**src/rtl/priority_arbiter_pkg.sv**
```systemverilog
// priority_arbiter_pkg: shared sizing helper for the priority arbiter
package priority_arbiter_pkg;
   function automatic int idx_width(input int n);
      return (n > 1) ? $clog2(n) : 1;
   endfunction
endpackage

```
**src/rtl/priority_arbiter_core.sv**
```systemverilog
// priority_arbiter_core: combinational lowest-index-wins grant, valid and binary index
module priority_arbiter_core
   import priority_arbiter_pkg::*;
#(
   parameter int NUM_PORTS = 4,
   localparam int IDX_W = idx_width(NUM_PORTS)
) (
   input  logic [NUM_PORTS-1:0] requests_i,
   output logic [NUM_PORTS-1:0] grants_o,
   output logic                 grant_valid_o,
   output logic [IDX_W-1:0]     grant_idx_o
);
   always_comb begin
      grants_o = requests_i & (~requests_i + NUM_PORTS'(1));
      grant_valid_o = |requests_i;
      grant_idx_o = '0;
      // grants_o is one-hot, so OR-ing the indices of set bits yields the encoded index
      for (int i = 0; i < NUM_PORTS; i++)
         grant_idx_o = grant_idx_o | (grants_o[i] ? IDX_W'(i) : '0);
   end
endmodule

```
**src/rtl/priority_arbiter.sv**
```systemverilog
// priority_arbiter: registered fixed-priority arbiter, bit 0 highest priority
module priority_arbiter
   import priority_arbiter_pkg::*;
#(
   parameter int NUM_PORTS = 4,
   localparam int IDX_W = idx_width(NUM_PORTS)
) (
   input  logic                 clk_i,
   input  logic                 reset_i,
   input  logic [NUM_PORTS-1:0] requests_i,
   output logic [NUM_PORTS-1:0] grants_o,
   output logic                 grant_valid_o,
   output logic [IDX_W-1:0]     grant_idx_o
);
   logic [NUM_PORTS-1:0] core_grants, grants_d, grants_q;
   logic                 core_valid, valid_d, valid_q;
   logic [IDX_W-1:0]     core_idx, idx_d, idx_q;
   priority_arbiter_core #(.NUM_PORTS(NUM_PORTS)) u_core (
      .requests_i    (requests_i),
      .grants_o      (core_grants),
      .grant_valid_o (core_valid),
      .grant_idx_o   (core_idx)
   );
   always_comb begin
      grants_d = core_grants;
      valid_d = core_valid;
      idx_d = core_idx;
   end
   always_ff @(posedge clk_i) begin
      if (reset_i) begin
         grants_q <= '0;
         valid_q <= 1'b0;
         idx_q <= '0;
      end else begin
         grants_q <= grants_d;
         valid_q <= valid_d;
         idx_q <= idx_d;
      end
   end
   assign grants_o = grants_q;
   assign grant_valid_o = valid_q;
   assign grant_idx_o = idx_q;
endmodule

```
**config.mk**
```make
export PLATFORM = sky130hd
export DESIGN_NAME = priority_arbiter
export DESIGN_NICKNAME = d
export VERILOG_FILES = /design/src/rtl/priority_arbiter_pkg.sv /design/src/rtl/priority_arbiter_core.sv /design/src/rtl/priority_arbiter.sv
export SDC_FILE = /design/constraint.sdc
export NUM_CORES = 1
export LEC_CHECK = 0
export CORE_AREA = 8 8 45 47
export DETAILED_ROUTE_END_ITERATION = 16
export DIE_AREA = 0 0 53 55
export PLACE_DENSITY = 0.38
export RECOVER_POWER = 25
export SLEW_MARGIN = 20
export SYNTH_ARGS = -nofsm -noshare
export SYNTH_HDL_FRONTEND = slang
export SYNTH_SLANG_ARGS = --single-unit
```
**constraint.sdc**
```tcl
create_clock -name clk_i -period 0.8 [get_ports clk_i]
set_input_delay 0.12 -clock clk_i [delete_from_list [all_inputs] [get_ports clk_i]]
set_output_delay 0.12 -clock clk_i [all_outputs]
set_load 0.02 [all_outputs]
```
==> run_results.csv <==
group,metric,value,unit
finish,stdcell_count,50,
timing,max_freq,1.25,GHz
timing,timing.final.crit_share,100,%
detailed_routing,drc_errors,0,
finish,fin_nets,41,
finish,drive_above_1_share,58.8,%
cts,hold_buffers,0,
setup_path,crit_slowest_cell,"dfxtp_2",
logic_synthesis,synth_top_area_cell,"dfxtp_1",
grt,grt_pass1_wl,738,um
outcome,outcome,"finished with violations",
logic_synthesis,avgSynthCellArea,11.7,um^2
finish,syn_to_final_growth,93.5,%
placed_design,gp_congestion,0.587,
finish,post-route-util,29.4,%
worst_hold_path,hp-class,"in2reg",
cts,cts_tree,"yes",
worst_hold_path,hold_path_depth,2,
detailed_routing,ant_nets,0,
worst_hold_path,min_from,"requests_i[1]",
logic_synthesis,syn_area,210,um^2
cts,clkTransAtPathRegs,0.05,ns
setup_path,critPathTopFamily,"flip-flops",
finish,final_area,407,um^2
floorplanning,fp.dieArea,2920,um^2
floorplanning,die_w,53,um
detailed_routing,viasPerCell,3.64,
logic_synthesis,yosys_register_bits,7,
setup_path,arrival,0.68,ns
logic_synthesis,ys_seq_area_share,66.7,%
worst_hold_path,whs_endpoint,"grants_o[3]$_SDFF_PP0_",
setup_path,worstSetupEndpointType,"output pin",
grt,grt_usage,3.72,%
setup_path,cp.required,0.68,ns
setup_path,crit_chain,"buf_6",
placed_design,port_buffers,12,
timing,min_period,0.800,ns
timing,hold_violations,0,
timing,setup_tns,-0.000213,ns
placed_design,placed_area,350,um^2
cts,cts_buffer_depth,2,
logic_synthesis,syn_nets,24,
detailed_routing,num_vias,182,
timing,holdWs,0.156,ns
floorplanning,fp-row-count,14,
timing,tightest_slew,0.303,ns
grt,antenna_found_initial,0,
logic_synthesis,ys_types,10,
cts,cts_buffers,3,
detailed_routing,routed_wl,499,um
grt,grt_max_degree,8,
setup_path,cp_num_buf_inv,1,
floorplanning,core,1380,um^2
timing,relSlewSlack,79.8,%
pwr,fin_total_pwr,795,uW
logic_synthesis,yosysWarnings,0,
floorplanning,ios,13,
pwr,cellLeakagePower,0.188,nW
detailed_routing,first_pass_iters,1,
placed_design,pre_cts_slack,-0.247,ns
grt,grt_pass1_vias,198,
logic_synthesis,synth_top_area_share,66.7,%
cts,clkSinkCount,7,
detailed_routing,wl_per_cell,9.98,um
floorplanning,start_util,15.2,%
timing,rsz0062_at_grt,"true",
setup_path,worstSetupPathType,"reg2out",
pwr,peakVddDrop,0.704,mV
outcome,violations,"setup timing",
job,max_cap_violations,0,
timing,finalSetupViolCount,1,
logic_synthesis,synth_area_leaders,"dfxtp_1 67%, nand2b_4 6.5%, nor4_1 6.0%",
cts,cts_max_level,1,
floorplanning,die_y,55,um
setup_path,critPathLaunchType,"flop",
grt,grt_overflow,0,
setup_path,crit_fanout,1,
placed_design,dp.cells,46,
finish,antenna_cells,0,
logic_synthesis,synth_cells,18,
timing,fin_ws,-0.000213,ns
detailed_routing,drtIter0Drc,0,
pwr,power_density,1960,nW/um^2
setup_path,slowest_delay,0.31,ns
timing,drv_slew,0,
cts,cts-root-buf,"clkbuf_4",
-- synthesized netlist by cell type --
library cell,count
nor4_1,2
a21oi_1,1
nor3_1,1
dfxtp_1,7
nor2_1,2
inv_1,1
nor4b_1,1
nor2b_1,1
nand2b_4,1
a211oi_1,1
-- cells in the final DEF (no fill, tap or decap) --
cell type        n
dfxtp_2          7
buf_6            7
clkbuf_4         3
dlymetal6s2s_1   3
nor2_1           2
clkbuf_1         2
nand2b_4         1
nor4_2           1
nor4_1           1
inv_1            1
a211oi_2         1
nor4b_1          1
nor3_1           1
nor2b_1          1
a21oi_1          1
clkdlybuf4s50_1  1
-- sequential cells by signal, summed over array words and instances (netlist names) --
register	cells
grants_o	4
grant_idx_o	2
grant_valid_o	1
-- kinds of logic after synthesis --
| logic type | synth area share (%) |
|---|---|
| flops | 66.7 |
| buf+inv | 1.78 |
| compound gates | 5.95 |
| simple gates | 25.6 |
-- routing by layer --
| metal | global-route usage, % | wire length [um] | vias to the layer above | part of all wire (%) |
|---|---|---|---|---|
| li1 | - | - | 96 | - |
| met1 | 4.10 | 250 | 76 | 50 |
| met2 | 4.49 | 200 | 10 | 40 |
| met3 | 2.41 | 48 | 0 | 9.6 |
| met4 | 3.88 | 0 | 0 | 0 |
| met5 | 0 | 0 | - | 0 |
-- worst max-delay path by stage --
stage	from	to	slack, ns	cells after the start
after global placement	requests_i[1]	grant_idx_o[0]$_SDFF_PP0_	-0.23	3
after global routing	grants_o[2]$_SDFF_PP0_	grants_o[2]	-0.02	1
after floorplan	grant_idx_o[0]$_SDFF_PP0_	grant_idx_o[0]	0.28	0
final	grants_o[2]$_SDFF_PP0_	grants_o[2]	-0.0002	1
after detailed placement	requests_i[0]	grant_idx_o[1]$_SDFF_PP0_	-0.25	2
after CTS	grants_o[2]$_SDFF_PP0_	grants_o[2]	-0.01	1
-- power by group --
group	switching [mW]	total, mW	internal [mW]
Combinational	0.0500	0.105	0.0553
Clock	0.127	0.317	0.190
Sequential	0.00611	0.372	0.366
-- timing repair --
| item | in CTS | in global routing |
|---|---|---|
| gates cloned | 0 | 0 |
| gates resized for setup | 49 | 6 |
| setup buffers | 0 | 0 |
| hold endpoints to repair | 0 | 0 |
| setup endpoints to repair | 7 | 12 |
-- area by class of cell --
class	count	area [um^2]
fillers	153	977
flip-flops and latches	7	149
repair buffers	12	130
multi-input cells	10	77.6
clock buffers	4	26.3
well taps	16	20.0
inverters	1	3.75
(Power assumes the default switching activity.)
